### config.mk
export PLATFORM = sky130hd
export DESIGN_NAME = cram_cfg_loader
export DESIGN_NICKNAME = d
export VERILOG_FILES = /design/src/rtl/cram_cfg_pkg.sv /design/src/rtl/cram_row_decoder.sv /design/src/rtl/cram_cfg_loader.sv
export SDC_FILE = /design/constraint.sdc
export NUM_CORES = 1
export LEC_CHECK = 0
export ABC_AREA = 1
export CAP_MARGIN = 20
export CORE_MARGIN = 10
export CORE_UTILIZATION = 35
export CTS_CLUSTER_SIZE = 28
export DETAILED_ROUTE_END_ITERATION = 6
export PLACE_DENSITY_LB_ADDON = 0.1
export RECOVER_POWER = 25
export REMOVE_ABC_BUFFERS = 1
export SETUP_SLACK_MARGIN = 0.3
export SLEW_MARGIN = 10
export SYNTH_ARGS = -nofsm -noshare
export SYNTH_HDL_FRONTEND = slang
export SYNTH_SLANG_ARGS = --single-unit
export TNS_END_PERCENT = 1
### constraint.sdc
create_clock -name clk -period 4.4 [get_ports clk]
set_input_delay 0.88 -clock clk [delete_from_list [all_inputs] [get_ports clk]]
set_output_delay 0.88 -clock clk [all_outputs]
set_load 0.05 [all_outputs]
### src/rtl/cram_cfg_pkg.sv
// rtl/cram_cfg_pkg.sv - shared types and constants for the cram16x4 configuration loader
package cram_cfg_pkg;

  localparam int CRAM_ROWS = 16;
  localparam int CRAM_COLS = 4;
  localparam int ROW_W     = 4;
  localparam int CNT_W     = 8;

  typedef enum logic [1:0] {
    OP_WRITE = 2'b00,
    OP_CLEAR = 2'b01,
    OP_READ  = 2'b10,
    OP_ILL   = 2'b11
  } cram_op_e;

  typedef enum logic [2:0] {
    ST_IDLE  = 3'd0,
    ST_SETUP = 3'd1,
    ST_PULSE = 3'd2,
    ST_HOLD  = 3'd3,
    ST_CLEAR = 3'd4,
    ST_READ  = 3'd5
  } cram_state_e;

  // The phase counter runs down to zero, so a phase of N cycles loads N-1.
  function automatic logic [CNT_W-1:0] cnt_load(input int cycles);
    return CNT_W'(cycles - 1);
  endfunction

endpackage

### src/rtl/cram_row_decoder.sv
// rtl/cram_row_decoder.sv - 4-to-16 one-hot row decoder with enable
module cram_row_decoder
  import cram_cfg_pkg::*;
(
  input  logic                 en,
  input  logic [ROW_W-1:0]     row,
  output logic [CRAM_ROWS-1:0] onehot
);

  always_comb begin
    onehot = '0;
    if (en) onehot[row] = 1'b1;
  end

endmodule

### src/rtl/cram_cfg_loader.sv
// rtl/cram_cfg_loader.sv - cram16x4 wordline/bitline programming sequencer
// Optional row readback is enabled by defining CRAM_READBACK_EN.
module cram_cfg_loader
  import cram_cfg_pkg::*;
#(
  parameter int SETUP_CYC = 2,
  parameter int PULSE_CYC = 4,
  parameter int HOLD_CYC  = 1,
  parameter int CLR_CYC   = 8
) (
  input  logic                 clk,
  input  logic                 reset,
  input  logic                 cmd_valid,
  output logic                 cmd_ready,
  input  logic [1:0]           cmd_op,
  input  logic [ROW_W-1:0]     cmd_row,
  input  logic [CRAM_COLS-1:0] cmd_data,
  output logic                 done,
  output logic                 err,
  output logic                 busy,
  output logic                 prog,
  output logic [CRAM_ROWS-1:0] wl,
  output logic [CRAM_ROWS-1:0] pgate,
  output logic [CRAM_ROWS-1:0] reset_b,
  output logic [CRAM_ROWS-1:0] vdd_cntl,
  output logic [CRAM_COLS-1:0] bl_out,
  output logic                 bl_oe,
  input  logic [CRAM_COLS-1:0] bl_in,
  output logic                 rd_valid,
  output logic [CRAM_COLS-1:0] rd_data
);

  cram_state_e          state, state_nxt;
  cram_op_e             op;
  logic [CNT_W-1:0]     cnt, cnt_nxt;
  logic [ROW_W-1:0]     row_q, row_nxt;
  logic [CRAM_COLS-1:0] data_q, data_nxt;
  logic                 accept;
  logic                 done_nxt, err_nxt;
  logic                 dec_en, drive;
  logic [CRAM_ROWS-1:0] dec_oh;
  logic [CRAM_ROWS-1:0] wl_nxt, pgate_nxt, vdd_nxt, reset_b_nxt;
  logic [CRAM_COLS-1:0] bl_out_nxt;
  logic                 bl_oe_nxt;

  assign op        = cram_op_e'(cmd_op);
  assign cmd_ready = (state == ST_IDLE) && !reset;
  assign accept    = cmd_valid && cmd_ready;
  assign row_nxt   = accept ? cmd_row  : row_q;
  assign data_nxt  = accept ? cmd_data : data_q;

  always_ff @(posedge clk) begin
    if (reset) begin
      state  <= ST_IDLE;
      cnt    <= '0;
      row_q  <= '0;
      data_q <= '0;
    end else begin
      state  <= state_nxt;
      cnt    <= cnt_nxt;
      row_q  <= row_nxt;
      data_q <= data_nxt;
    end
  end

  always_comb begin
    state_nxt = state;
    cnt_nxt   = (cnt != '0) ? cnt - 1'b1 : cnt;
    done_nxt  = 1'b0;
    err_nxt   = 1'b0;
    case (state)
      ST_IDLE: begin
        if (accept) begin
          case (op)
            OP_WRITE: begin
              state_nxt = ST_SETUP;
              cnt_nxt   = cnt_load(SETUP_CYC);
            end
            OP_CLEAR: begin
              state_nxt = ST_CLEAR;
              cnt_nxt   = cnt_load(CLR_CYC);
            end
`ifdef CRAM_READBACK_EN
            OP_READ: begin
              state_nxt = ST_READ;
              cnt_nxt   = cnt_load(PULSE_CYC);
            end
`endif
            default: begin
              done_nxt = 1'b1;
              err_nxt  = 1'b1;
            end
          endcase
        end
      end
      ST_SETUP: begin
        if (cnt == '0) begin
          state_nxt = ST_PULSE;
          cnt_nxt   = cnt_load(PULSE_CYC);
        end
      end
      ST_PULSE: begin
        if (cnt == '0) begin
          state_nxt = ST_HOLD;
          cnt_nxt   = cnt_load(HOLD_CYC);
        end
      end
      ST_HOLD, ST_CLEAR, ST_READ: begin
        if (cnt == '0) begin
          state_nxt = ST_IDLE;
          done_nxt  = 1'b1;
        end
      end
      default: state_nxt = ST_IDLE;
    endcase
  end

  // Outputs are decoded from the next state and registered, so the array pins never glitch.
  assign dec_en = (state_nxt == ST_PULSE) || (state_nxt == ST_READ);

  cram_row_decoder u_row_dec (
    .en     (dec_en),
    .row    (row_nxt),
    .onehot (dec_oh)
  );

  always_comb begin
    drive       = (state_nxt == ST_SETUP) || (state_nxt == ST_PULSE) || (state_nxt == ST_HOLD);
    wl_nxt      = dec_oh;
    pgate_nxt   = dec_oh;
    vdd_nxt     = (state_nxt == ST_PULSE) ? dec_oh : '0;
    reset_b_nxt = (state_nxt == ST_CLEAR) ? '0 : '1;
    bl_oe_nxt   = drive;
    bl_out_nxt  = drive ? data_nxt : '0;
  end

  always_ff @(posedge clk) begin
    if (reset) begin
      wl       <= '0;
      pgate    <= '0;
      reset_b  <= '1;
      vdd_cntl <= '0;
      bl_out   <= '0;
      bl_oe    <= 1'b0;
      done     <= 1'b0;
      err      <= 1'b0;
      busy     <= 1'b0;
    end else begin
      wl       <= wl_nxt;
      pgate    <= pgate_nxt;
      reset_b  <= reset_b_nxt;
      vdd_cntl <= vdd_nxt;
      bl_out   <= bl_out_nxt;
      bl_oe    <= bl_oe_nxt;
      done     <= done_nxt;
      err      <= err_nxt;
      busy     <= (state_nxt != ST_IDLE);
    end
  end

  assign prog = busy;

`ifdef CRAM_READBACK_EN
  // The bitlines are sensed on the final cycle of the read pulse.
  always_ff @(posedge clk) begin
    if (reset) begin
      rd_valid <= 1'b0;
      rd_data  <= '0;
    end else begin
      rd_valid <= (state == ST_READ) && (cnt == '0);
      if ((state == ST_READ) && (cnt == '0)) rd_data <= bl_in;
    end
  end
`else
  logic unused_bl_in;
  assign unused_bl_in = ^bl_in;
  assign rd_valid     = 1'b0;
  assign rd_data      = '0;
`endif

endmodule

==> results.py <==
metrics = {
    "drt": {
        "wl_um": 6200,
        "drtIter0Drc": 47,
        "post_drt_wl_per_cell_um": 12.7,
        "vias": 2047,
        "firstDrtPassIters": 4,
        "ant_nets": 0,
        "drcViolationCount": 0,
        "viasPerCell": 4.19,
    },
    "global_routing": {
        "antenna_found_initial": 0,
        "grt_max_degree": 32,
        "use_met2": 0.189,
        "met3_usage": 0.0652,
        "grt_pass1_wl_um": 10200,
        "top_usage_layer": "met2",
        "grt_usage": 0.114,
        "grt.met1_usage": 0.118,
        "grt.overflow.total": 0,
        "grt_pass1_vias": 2114,
    },
    "sta": {
        "rsz0062_at_grt": "no",
        "finalSetupViolations": 0,
        "slew_headroom": 0.413,
        "fmax_ghz": 0.300,
        "fin_ws_ns": 1.07,
        "hold_viol": 0,
        "fin_crit_ns": 3.33,
        "skew_ns": 0.00975,
        "report.final.slew_viol_count": 0,
        "tightestPinTransition_ns": 0.879,
        "fin_crit_sh": 0.756,
    },
    "clock_network": {
        "cts_root_buf": "clkbuf_8",
        "cts_tree": "yes",
        "hold_buffers": 0,
        "clk_path_buf_depth": 2,
        "insertion_delay_ns": 0.33,
        "clock-sinks": 60,
        "htree_levels": 3,
        "cts_resized": 0,
        "cts-buffers-inserted": 9,
        "cts_setup_buffers": 0,
        "clk_pin_slew_worst_paths_ns": 0.07,
    },
    "pwr": {
        "pwr_density_cell_mw_per_mm2": 562,
        "p_seq_frac": 0.341,
        "switching_power_uw": 752,
        "p_int_mw": 1.18,
        "p_comb_frac": 0.381,
        "p_leak_nw": 1.49,
        "pwr-share-clk": 0.278,
        "irDropWorstVdd_uv": 277,
        "p_sw_frac": 0.389,
    },
    "placed_design": {
        "port_buffers": 86,
        "gp_congestion": 0.788,
        "place_area_mm2": 0.00325,
        "dp_hpwl_um": 4720,
        "place_ws_ns": 1.46,
    },
    "yosys": {
        "yosysUniqueCellTypes": 31,
        "synth_area_mm2": 0.00257,
        "ys_warn_count": 0,
        "yosys-top-cells-area": "dfxtp_1 47%, nor2_1 12%, buf_4 11%",
        "avgSynthCellArea_um2": 7.88,
        "syn-instance-count": 326,
        "synth_top_cell_area_share": 0.468,
        "synth-seq-cells": 60,
        "seq_area_frac_synth": 0.468,
        "synth_top_cell_by_area": "dfxtp_1",
    },
    "run_status": {
        "outcome": "completed",
    },
    "final_layout": {
        "layout_commonest_cell": "nor2_1",
        "regArea_mm2": 0.00120,
        "area_growth_pct": 33.8,
        "multi_input_area_um2": 935,
        "utilization": 0.479,
        "drive_above_1_share": 0.0923,
        "final.fill_count": 718,
        "num_antenna_cells": 0,
        "final_nets": 405,
        "layout_common_cells": "83 x nor2_1, 73 x clkdlybuf4s50_1, 60 x dfxtp_1",
        "design_area_mm2": 0.00344,
    },
    "worst_hold_path": {
        "worstHoldPathCells": 2,
        "worst_hold_path_type": "register to register",
    },
    "run": {
        "maxCapViolCount": 0,
    },
    "worst_setup_path": {
        "end_kind": "register",
        "rr_worst_depth": 7,
        "crit_fanout": 18,
        "cp.required_ns": 4.66,
        "cp-start-kind": "primary input",
        "arrival_ns": 3.59,
        "crit_type": "primary input to register",
    },
    "floorplan": {
        "start_util": 0.358,
        "die_h_um": 106,
        "core_area_mm2": 0.00718,
        "io_pins": 96,
        "rows": 31,
        "die_w_um": 106,
        "dieArea_mm2": 0.0112,
    },
}
[cells by family (layout without fill, tap and decap cells)]
kind of cell    after synthesis  after routing  share of synthesized area
simple gates                165            165                      0.278
buf+inv                      68            128                      0.163
flops                        60             60                      0.468
compound gates               21             21                     0.0458
xor+xnor                      4              4                     0.0136
mux                           4              4                     0.0156
fa+ha+maj                     3              3                     0.0146
other cells                   1              5                    0.00146
[per-stage QoR]
stage | TNS (ns) | cells | total power [mW] | hold slack, ns
after floorplan | -30.37 | 287 | 1.23 | 0.461
after detailed placement | 0 | 473 | 1.42 | 0.481
after CTS | 0 | 489 | 1.97 | 0.498
final | 0 | 489 | 1.93 | 0.495
after global routing | 0 | 489 | 2.08 | 0.540
after global placement | 0 | 473 | 1.41 | 0.475
[worst paths after layout]
| kind | start | end | slack (ns) |
|---|---|---|---|
| worst min-delay path | data_q[2] | data_q[2] | 0.49 |
| worst min register to register | data_q[2] | data_q[2] | 0.49 |
| worst max-delay path | reset | vdd_cntl[9] | 1.07 |
| worst max register to register | state[1] | vdd_cntl[9] | 1.82 |
[power by group through the flow]
stage | Combinational (mW) | Clock [mW] | Sequential [mW]
final | 0.735 | 0.538 | 0.658
after global routing | 0.828 | 0.581 | 0.667
after CTS | 0.752 | 0.559 | 0.658
after detailed placement | 0.749 | 0 | 0.670
after global placement | 0.742 | 0 | 0.669
after floorplan | 0.455 | 0 | 0.772
[flip-flops by register name, summed over array words and instances (netlist names)]
name,cells
bl_oe,1
data_q,4
pgate,16
vdd_cntl,16
state,3
bl_out,4
cnt,8
done,1
reset_b,1
err,1
busy,1
row_q,4
[routing by layer]
metal	wire (µm)	up-vias
met2	2990	53
met5	0	-
met1	2560	913
met3	584	5
met4	72	0
li1	-	1076
[Yosys cell counts (all sizes together)]
cell / number
nor2: 85
nand2: 69
dfxtp: 60
buf: 40
inv: 25
o21ai: 10
a21oi: 8
nand3: 8
mux2i: 4
clkbuf: 3
ha: 3
nor3: 2
xnor2: 2
xor2: 2
a211oi: 1
a31oi: 1
conb: 1
nand4: 1
o22ai: 1
[final cells by class]
cell class,count,area share
flip-flops and latches,60,0.349
clock inverters,4,0.0211
repair buffers,87,0.252
clock buffers,12,0.0422
multi-input cells,202,0.272
inverters,25,0.0273
well taps,99,0.0360
[critical path, stage by stage]
cell,delay (ns)
clkdlybuf4s50_1,0.44
inv_1,0.25
nand4_1,0.75
o21ai_0,0.71
nand2_1,0.20
nor2_1,0.17
nand2_2,0.08
nor2_1,0.10
Power figures use the tool's default switching activity.
